--- src/rtl/flash_cache_pkg.sv ---
// flash_cache_pkg
//   Shared definitions for the flash line cache: default address width,
//   address-field width helpers and the controller state encoding.
package flash_cache_pkg;

   localparam int FC_ADDR_W = 24;

   // word-offset bits inside a line
   function automatic int off_w(input int words);
      return $clog2(words);
   endfunction

   // line-index bits
   function automatic int idx_w(input int lines);
      return $clog2(lines);
   endfunction

   // tag bits = what is left above index, offset and the byte lanes
   function automatic int tag_w(input int addr_w, input int lines, input int words);
      return addr_w - $clog2(lines) - $clog2(words) - 2;
   endfunction

   typedef enum logic [1:0] {
      IDLE,
      LOOKUP,
      FILL,
      RESP
   } state_e;

endpackage

--- src/rtl/flash_cache_ram.sv ---
// flash_cache_ram
//   Line data store: DEPTH x 32, one write port, one synchronous read port,
//   so it can map onto block RAM.
// Ports:
//   clk      clock
//   we_i     write enable          waddr_i / wdata_i  write address / data
//   re_i     read enable           raddr_i            read address
//   rdata_o  read data, valid the cycle after re_i
module flash_cache_ram #(
   parameter int DEPTH = 64,
   parameter int AW    = 6
) (
   input  logic          clk,
   input  logic          we_i,
   input  logic [AW-1:0] waddr_i,
   input  logic [31:0]   wdata_i,
   input  logic          re_i,
   input  logic [AW-1:0] raddr_i,
   output logic [31:0]   rdata_o
);

   logic [31:0] mem_q [DEPTH];
   logic [31:0] rdata_q;

   always_ff @(posedge clk) begin
      if (we_i) mem_q[waddr_i] <= wdata_i;
      if (re_i) rdata_q <= mem_q[raddr_i];
   end

   assign rdata_o = rdata_q;

endmodule

--- src/rtl/flash_cache.sv ---
// flash_cache
//   Direct-mapped read-only line cache in front of the QSPI flash reader.
//   Misses refill the whole line with line-aligned sequential word reads so
//   the flash stays in continuous-read mode; hits never touch the flash.
// Ports:
//   clk, resetn          clock, synchronous active-low reset
//   cpu_valid/cpu_ready  CPU request / one-cycle response strobe
//   cpu_addr/cpu_rdata   CPU byte address / read data
//   flush                invalidate all lines
//   mem_valid/mem_ready  flash read request / accept+data strobe
//   mem_addr/mem_rdata   flash word address / read data
module flash_cache
   import flash_cache_pkg::*;
#(
   parameter int LINES  = 16,
   parameter int WORDS  = 4,
   parameter int ADDR_W = FC_ADDR_W
) (
   input  logic              clk,
   input  logic              resetn,
   input  logic              cpu_valid,
   output logic              cpu_ready,
   input  logic [ADDR_W-1:0] cpu_addr,
   output logic [31:0]       cpu_rdata,
   input  logic              flush,
   output logic              mem_valid,
   input  logic              mem_ready,
   output logic [ADDR_W-1:0] mem_addr,
   input  logic [31:0]       mem_rdata
);

   localparam int OFF_W  = off_w(WORDS);
   localparam int IDX_W  = idx_w(LINES);
   localparam int TAG_W  = tag_w(ADDR_W, LINES, WORDS);
   localparam int RAM_AW = IDX_W + OFF_W;

   state_e              state_q, state_d;
   logic [ADDR_W-1:2]   req_q, req_d;
   logic [LINES-1:0]    valid_q, valid_d;
   logic [TAG_W-1:0]    tag_q [LINES];
   logic [OFF_W-1:0]    wc_q, wc_d;
   logic                mem_valid_q, mem_valid_d;
   logic [ADDR_W-1:0]   mem_addr_q, mem_addr_d;
   logic                cpu_ready_q, cpu_ready_d;
   logic [31:0]         cpu_rdata_q, cpu_rdata_d;
   logic                fpend_q, fpend_d;

   logic                tag_we, ram_re, ram_we, hit, hs;
   logic [31:0]         ram_rdata;
   logic                unused_lsb;

   // byte lanes are irrelevant for a word cache
   assign unused_lsb = ^cpu_addr[1:0];

   // fields of the latched request
   logic [OFF_W-1:0] r_off;
   logic [IDX_W-1:0] r_idx;
   logic [TAG_W-1:0] r_tag;
   assign r_off = req_q[OFF_W+1:2];
   assign r_idx = req_q[OFF_W+2 +: IDX_W];
   assign r_tag = req_q[ADDR_W-1 -: TAG_W];

   // lookup compares against registered valid bits, so a flush arriving in
   // the LOOKUP cycle does not affect that lookup
   assign hit = valid_q[r_idx] && (tag_q[r_idx] == r_tag);
   assign hs  = mem_valid_q && mem_ready;

   always_comb begin
      state_d     = state_q;
      req_d       = req_q;
      valid_d     = valid_q;
      wc_d        = wc_q;
      mem_valid_d = mem_valid_q;
      mem_addr_d  = mem_addr_q;
      cpu_rdata_d = cpu_rdata_q;
      fpend_d     = fpend_q;
      tag_we      = 1'b0;
      ram_re      = 1'b0;
      ram_we      = 1'b0;
      case (state_q)
         IDLE: begin
            if (cpu_valid) begin
               req_d   = cpu_addr[ADDR_W-1:2];
               ram_re  = 1'b1;
               state_d = LOOKUP;
            end
         end
         LOOKUP: begin
            if (hit) begin
               cpu_rdata_d = ram_rdata;
               state_d     = RESP;
            end else begin
               mem_valid_d      = 1'b1;
               mem_addr_d       = {r_tag, r_idx, {OFF_W{1'b0}}, 2'b00};
               wc_d             = '0;
               valid_d[r_idx]   = 1'b0;
               state_d          = FILL;
            end
         end
         FILL: begin
            if (hs) begin
               ram_we = resetn;
               if (wc_q == r_off) cpu_rdata_d = mem_rdata;
               wc_d       = wc_q + 1'b1;
               mem_addr_d = mem_addr_q + ADDR_W'(4);
               if (wc_q == OFF_W'(WORDS - 1)) begin
                  mem_valid_d    = 1'b0;
                  tag_we         = 1'b1;
                  valid_d[r_idx] = !fpend_q;
                  state_d        = RESP;
               end
            end
         end
         RESP: begin
            fpend_d = 1'b0;
            state_d = IDLE;
         end
         default: state_d = IDLE;
      endcase
      // flush wins over any valid-bit update of this cycle; during a fill it
      // also keeps the line being written from becoming valid
      if (flush) begin
         valid_d = '0;
         if (state_q == FILL) fpend_d = 1'b1;
      end
   end

   assign cpu_ready_d = (state_d == RESP);

   always_ff @(posedge clk) begin
      if (!resetn) begin
         state_q     <= IDLE;
         req_q       <= '0;
         valid_q     <= '0;
         wc_q        <= '0;
         mem_valid_q <= 1'b0;
         mem_addr_q  <= '0;
         cpu_ready_q <= 1'b0;
         cpu_rdata_q <= '0;
         fpend_q     <= 1'b0;
      end else begin
         state_q     <= state_d;
         req_q       <= req_d;
         valid_q     <= valid_d;
         wc_q        <= wc_d;
         mem_valid_q <= mem_valid_d;
         mem_addr_q  <= mem_addr_d;
         cpu_ready_q <= cpu_ready_d;
         cpu_rdata_q <= cpu_rdata_d;
         fpend_q     <= fpend_d;
      end
   end

   always_ff @(posedge clk) begin
      if (!resetn) begin
         for (int i = 0; i < LINES; i++) tag_q[i] <= '0;
      end else if (tag_we) begin
         tag_q[r_idx] <= r_tag;
      end
   end

   flash_cache_ram #(
      .DEPTH (LINES * WORDS),
      .AW    (RAM_AW)
   ) u_ram (
      .clk     (clk),
      .we_i    (ram_we),
      .waddr_i ({r_idx, wc_q}),
      .wdata_i (mem_rdata),
      .re_i    (ram_re),
      .raddr_i ({cpu_addr[OFF_W+2 +: IDX_W], cpu_addr[OFF_W+1:2]}),
      .rdata_o (ram_rdata)
   );

   assign cpu_ready = cpu_ready_q;
   assign cpu_rdata = cpu_rdata_q;
   assign mem_valid = mem_valid_q;
   assign mem_addr  = mem_addr_q;

endmodule
--- config.mk ---
export PLATFORM = sky130hd
export DESIGN_NAME = flash_cache
export DESIGN_NICKNAME = d
export VERILOG_FILES = /design/src/rtl/flash_cache_pkg.sv /design/src/rtl/flash_cache_ram.sv /design/src/rtl/flash_cache.sv
export SDC_FILE = /design/constraint.sdc
export NUM_CORES = 2
export LEC_CHECK = 0
export ABC_AREA = 1
export BUFFER_PORTS_ARGS = -buffer_cell sky130_fd_sc_hd__buf_4
export CORE_MARGIN = 4
export CORE_UTILIZATION = 57
export DETAILED_ROUTE_END_ITERATION = 8
export PLACE_DENSITY_LB_ADDON = 0.2
export SKIP_CTS_REPAIR_TIMING = 1
export SYNTH_ARGS = -nofsm -noshare
export SYNTH_HDL_FRONTEND = slang
export SYNTH_SLANG_ARGS = --single-unit
--- constraint.sdc ---
create_clock -name clk -period 4.1 [get_ports clk]
set_clock_uncertainty 0.2 [all_clocks]
set_input_delay 0.205 -clock clk [delete_from_list [all_inputs] [get_ports clk]]
set_output_delay 0.205 -clock clk [all_outputs]
set_load 0.01 [all_outputs]
---- Word-level counts from Yosys, hierarchy flattened ----
Memories as Yosys holds them, arrays and structs flattened. A register that Yosys moved wholly into a read port is not among the register bits.
Index checks and enable logic that the tools add are counted.
storage, ports and cells
  register bits after elaboration ......... 101
  bits in latches ......................... 0
  RAM bits ................................ 2,304
  ROM bits ................................ 0
  bits of input ports ..................... 61
  output and inout port bits .............. 58
  memories ................................ 2
operators by class
  add/subtract/negate cells ............... 2
  multipliers ............................. 0
  divide/modulo/power cells ............... 0
  magnitude comparators ................... 2
  equal/unequal tests ..................... 12
  shifts and indexed selects .............. 0
  muxes and demuxes ....................... 49
  bitwise operators ....................... 3
  reduce and logical (&&, ||, !) cells .... 12
memories
  name         depth  width  rd ports  clocked after memory_dff  wr ports  line                   source
  u_ram.mem_q  64     32     1         1                         1         flash_cache_ram.sv:22  logic [31:0] mem_q [DEPTH];
  tag_q        16     16     1         1                         16        flash_cache.sv:40      logic [TAG_W-1:0] tag_q [LINES];
operators by type and width
  cell                     count
  $mux W32                 3
  $mux W16                 4
  $pmux W32 S2             1
  $mux W24                 2
  $pmux W24 S2             1
  $pmux W16 S2             1
  $add A24 B3 Y24 const B  1
  $mux W1                  23
  $and A16 B16 Y16         1
  $bwmux W16               1
  $eq A16 B16 Y1           1
  $not A16 Y16             1
  $reduce_or A16 Y1        1
  $mux W4                  3
  $mux W2                  5
  $ne A2 B2 Y1 const B     5
  $eq A2 B2 Y1 const B     4
  $pmux W2 S4              1
  $reduce_and A4 Y1        2
  $lt A4 B5 Y1 const B     1
  $bmux W1 S4              1
  $demux W1 S4             1
  $ge A4 B1 Y1 const B     1
  $pmux W2 S2              1
  12 further kinds         14

---- Logic depth before layout (Yosys ltp) ----
  depth in word-level cells ............... 9
  gate-level depth with buffers ........... 20

---- Modules after synthesis ----
From an unflattened synthesis, not the netlist that was laid out.
unflattened totals
  cell total of the unflattened synthesis .. 8,946
  area, all modules ....................... 100,672.8 um2
modules (own cells, without submodules)
  module           instances  cells each  area an instance (um2)  seq. area each (um2)
  flash_cache_ram  1          6,769       83,058.4                62,459.9
  flash_cache      1          2,177       17,614.4                9,749.4

---- Worst setup path after synthesis ----
No wires, ideal clock.
  kind .................................... reg2reg
  from .................................... reg state_q[0]
  to ...................................... mem u_ram.mem_q[19][0], enable pin
  setup time .............................. 0.461 ns
  arrival ................................. 3.691 ns
  data required time ...................... 3.439 ns
  setup slack ............................. -0.252 ns
  stages on the path, launching flop included .. 9
  path buffers ............................ 2
  period minus slack after synthesis ...... 4.352 ns
  path through ............................ dfxtp_1 inv_1 ha_1 clkbuf_1 nand3_1 nor2_1 clkbuf_1 nand2_1 nor3_1
on the way
  word-level cells in the longest chain between the ends .. 4
RTL lines
  element                        line                   source
  start: declaration             flash_cache.sv:37      state_e state_q, state_d;
  start signal: assignment       flash_cache.sv:142     state_q <= state_d;
  $eq A2 B2 Y1                   flash_cache.sv:80      case (state_q)
  $mux W1                        flash_cache.sv:80
  $mux W1                        flash_cache_ram.sv:26  if (we_i) mem_q[waddr_i] <= wdata_i;
  $mux W1 (not written as such)  flash_cache_ram.sv:26
  end: declaration               flash_cache_ram.sv:22
Every way passes these cells.

==> impl_metrics.json <==
{
  "io_buffers": 114,
  "slew_headroom": 0.240,
  "ys_seq_elements": 2439,
  "root_buffer": "clkbuf_16",
  "dp.cells": 10300,
  "outcome": "finished with violations",
  "hold_violations": 0,
  "async_flop_share": 0,
  "grt_max_degree": 187,
  "yosysWarnings": 0,
  "cts_buffers": 237,
  "cts.sinks": 2439,
  "synth_edf_count": 2336,
  "critPathTopFamily": "buffers and inverters",
  "violations": "DRC",
  "crit_top_cell": "nand2_1",
  "via_count": 68000,
  "h-tree-depth": 4,
  "core_um2": 170000,
  "final_nets": 8367,
  "fin_cells": 10800,
  "tightest_slew_ns": 1.14,
  "min_to": "cpu_rdata[9]",
  "initial_core_util": 0.576,
  "synthCells": 8153,
  "setup_violations": 0,
  "dieWidth_um": 423,
  "holdWs_ns": 0.0304,
  "timing.final.ws_setup_ns": 0.310,
  "drt_pass1_iterations": 9,
  "crit_fanout": 41,
  "die_y_um": 423,
  "period_share": 0.924,
  "route.detailed.drc": 7,
  "areaGrowthSynthToFinish_pct": 13.7,
  "vdd.ir_drop.worst_v": 0.000424,
  "fp.dieArea_um2": 179000,
  "max-cap-violations": 0,
  "cts.clk_slew.worst_paths_ns": 0.06,
  "finalSetupTns_ns": 0,
  "drt_iter0_markers": 9753,
  "reg2reg_to": "cpu_ready",
  "min_from": "mem_ready",
  "worstPathCellList": "inv_2, buf_12, nor2_1, nor2_1, o21ai_0, nand3_1, nand3_1, nand2_1, nand2_1, nand2_1, nand2_1, nor2_2, nand4_4, buf_4, nand4_1, nand2_1, dlygate4sd3_1, nor2_1",
  "slowest_delay_ns": 0.57,
  "min_path_cells": 6,
  "ant_nets": 0,
  "critPathArrivalTime_ns": 4.38,
  "p_total_mw": 57.1,
  "grt.total_usage": 0.309,
  "grt_pass1_wl_um": 411000,
  "leakage_nw": 36.9,
  "worst-path-buf-inv": 4,
  "finalInstanceArea_um2": 111000,
  "required_ns": 4.69,
  "critPathKind": "reg -> reg",
  "place_congestion": 0.930,
  "grt_pass1_vias": 63100,
  "drive_gt1_frac": 0.0961,
  "start_kind": "flip-flop",
  "antenna_found_initial": 15,
  "slew_violations": 0,
  "grt_setup_unrepaired": "no",
  "cp-end-kind": "flip-flop",
  "grt-ovfl-total": 0,
  "num_rows": 151,
  "wl_per_cell_um": 26.3,
  "clk_latency_ns": 0.88,
  "cts_tree": "built",
  "critPathSlowestCell": "dlygate4sd3_1",
  "vias_per_cell": 6.30,
  "ys_seq_area_frac": 0.737,
  "ff2ff_setup_slack_ns": 0.31,
  "synth_ff_type": "edfxtp_1",
  "syn_area_um2": 98000,
  "hold_class": "in -> reg",
  "final_util": 0.655,
  "dpl.hpwl_um": 158000,
  "period_needed_ns": 3.79,
  "clockBufferDepth": 3,
  "powerDensity_nw_per_um2": 513,
  "post-place-ws_ns": 0.474,
  "worstRegToRegCells": 18,
  "postSynthAreaPerCell_um2": 12.0,
  "n_fill_cell": 12300,
  "synth_cell_type_count": 30,
  "place_area_um2": 103000,
  "drt_wl_total_um": 284000,
  "fmax_mhz": 264,
  "pin_count": 119
}
## Yosys cell counts, types with 3 or more instances
cell      count  area, um^2
edfxtp_1   2336       70100
nor2_1     1913        7180
o21ai_0    1409        7050
o22ai_1     639        4000
nand2_1     557        2090
clkbuf_1    505        1900
nand3_1     203        1020
inv_1       172         646
dfxtp_1     103        2060
a21oi_1      74         370
o32ai_1      33         289
buf_2        31         155
buf_1        30         113
nand4_1      21         131
o211ai_1     20         150
xor2_1       20         175
clkinv_1     18        67.6
o21ai_1      17        85.1
buf_4        13        97.6
nor3_1       10        50.1
ha_1          7        87.6
inv_2         7        26.3
buf_6         5        56.3
nand2_2       3        18.8
## worst max path at each step
| stage | from | endpoint | cells after the start |
|---|---|---|---|
| 6_report | flip-flop | cpu_ready | 18 |
| 5_1_grt | flip-flop | cpu_ready | 18 |
| 4_1_cts | flip-flop | cpu_rdata[29] | 17 |
| 3_5_place_dp | flip-flop | cpu_rdata[13] | 17 |
| 3_3_place_gp | flip-flop | cpu_rdata[22] | 17 |
| 2_1_floorplan | state_q[0] | u_ram.mem_q[0][0] | 8 |
## layer usage
| layer | GRT usage | up-vias | share of wire |
|---|---|---|---|
| li1 | - | 29900 | - |
| met1 | 0.425 | 33500 | 0.38 |
| met2 | 0.482 | 4043 | 0.46 |
| met3 | 0.0618 | 624 | 0.11 |
| met4 | 0.141 | 10 | 0.048 |
| met5 | 0 | - | 0.00022 |
## kinds of logic (layout without fill, tap and decap cells)
logic type | Yosys count | in the layout | synth area share
and+or+nand+nor | 2711 | 2711 | 0.107
DFF | 2439 | 2439 | 0.737
AOI/OAI and AO/OA | 2193 | 2193 | 0.122
buffers and inverters | 781 | 1126 | 0.0312
xor gates and xnor gates | 21 | 21 | 0.00188
adders and majority gates | 7 | 7 | 0.000893
other | 1 | 7 | 0.0000383
## state kept, by name, summed over array words and instances (netlist names), named ones only
register and cells:
req_q 22, valid_q 16, tag_q 256, u_ram.mem_q 2048
cpu_ready 1, cpu_rdata 32, fpend_q 1, u_ram.rdata_o 32
mem_valid 1, wc_q 2, mem_addr 22, state_q 2
## layout by cell type, fill, tap and decap left out, types with 4 or more instances in the layout
| master | Yosys | final |
|---|---|---|
| a21oi_1 | 74 | 74 |
| buf_12 | 0 | 66 |
| buf_4 | 13 | 333 |
| bufinv_16 | 0 | 23 |
| clkbuf_1 | 505 | 56 |
| clkbuf_16 | 0 | 237 |
| clkinv_1 | 18 | 70 |
| clkinv_16 | 0 | 4 |
| clkinv_2 | 0 | 48 |
| dfxtp_1 | 103 | 102 |
| diode_2 | 0 | 5 |
| dlygate4sd3_1 | 0 | 87 |
| edfxtp_1 | 2336 | 2336 |
| ha_1 | 7 | 6 |
| inv_1 | 172 | 169 |
| inv_2 | 7 | 7 |
| inv_6 | 0 | 6 |
| nand2_1 | 557 | 557 |
| nand3_1 | 203 | 203 |
| nand4_1 | 21 | 21 |
| nor2_1 | 1913 | 1852 |
| nor2_4 | 0 | 61 |
| nor3_1 | 10 | 7 |
| o211ai_1 | 20 | 20 |
| o21ai_0 | 1409 | 1409 |
| o21ai_1 | 17 | 17 |
| o22ai_1 | 639 | 639 |
| o32ai_1 | 33 | 33 |
| xor2_1 | 20 | 20 |
## worst reg2reg max path, delay by kind of cell, from the launching register on
family                 cells  cell delay [ns]
AO/OA/AOI/OAI              1             0.12
buffers and inverters      4             1.52
flip-flops                 1             0.35
AND/OR/NAND/NOR           13             1.52
## power breakdown
| group | switching, mW | internal, mW | total, mW |
|---|---|---|---|
| registers | 0.416 | 27.8 | 28.2 |
| logic | 5.37 | 2.17 | 7.53 |
| clock network | 9.29 | 12.1 | 21.4 |
## area by class of cell
cell class              instances  area, um^2  area share
flip-flops and latches       2439       72200       0.648
multi-input cells            4934       23300       0.209
clock buffers                 296        6180      0.0554
repair buffers                490        4750      0.0426
well taps                    2295        2870      0.0258
clock inverters               143        1430      0.0129
inverters                     197         764     0.00686
diodes                          5        12.5    0.000112
Note: power is estimated with default switching activity, not from simulation.
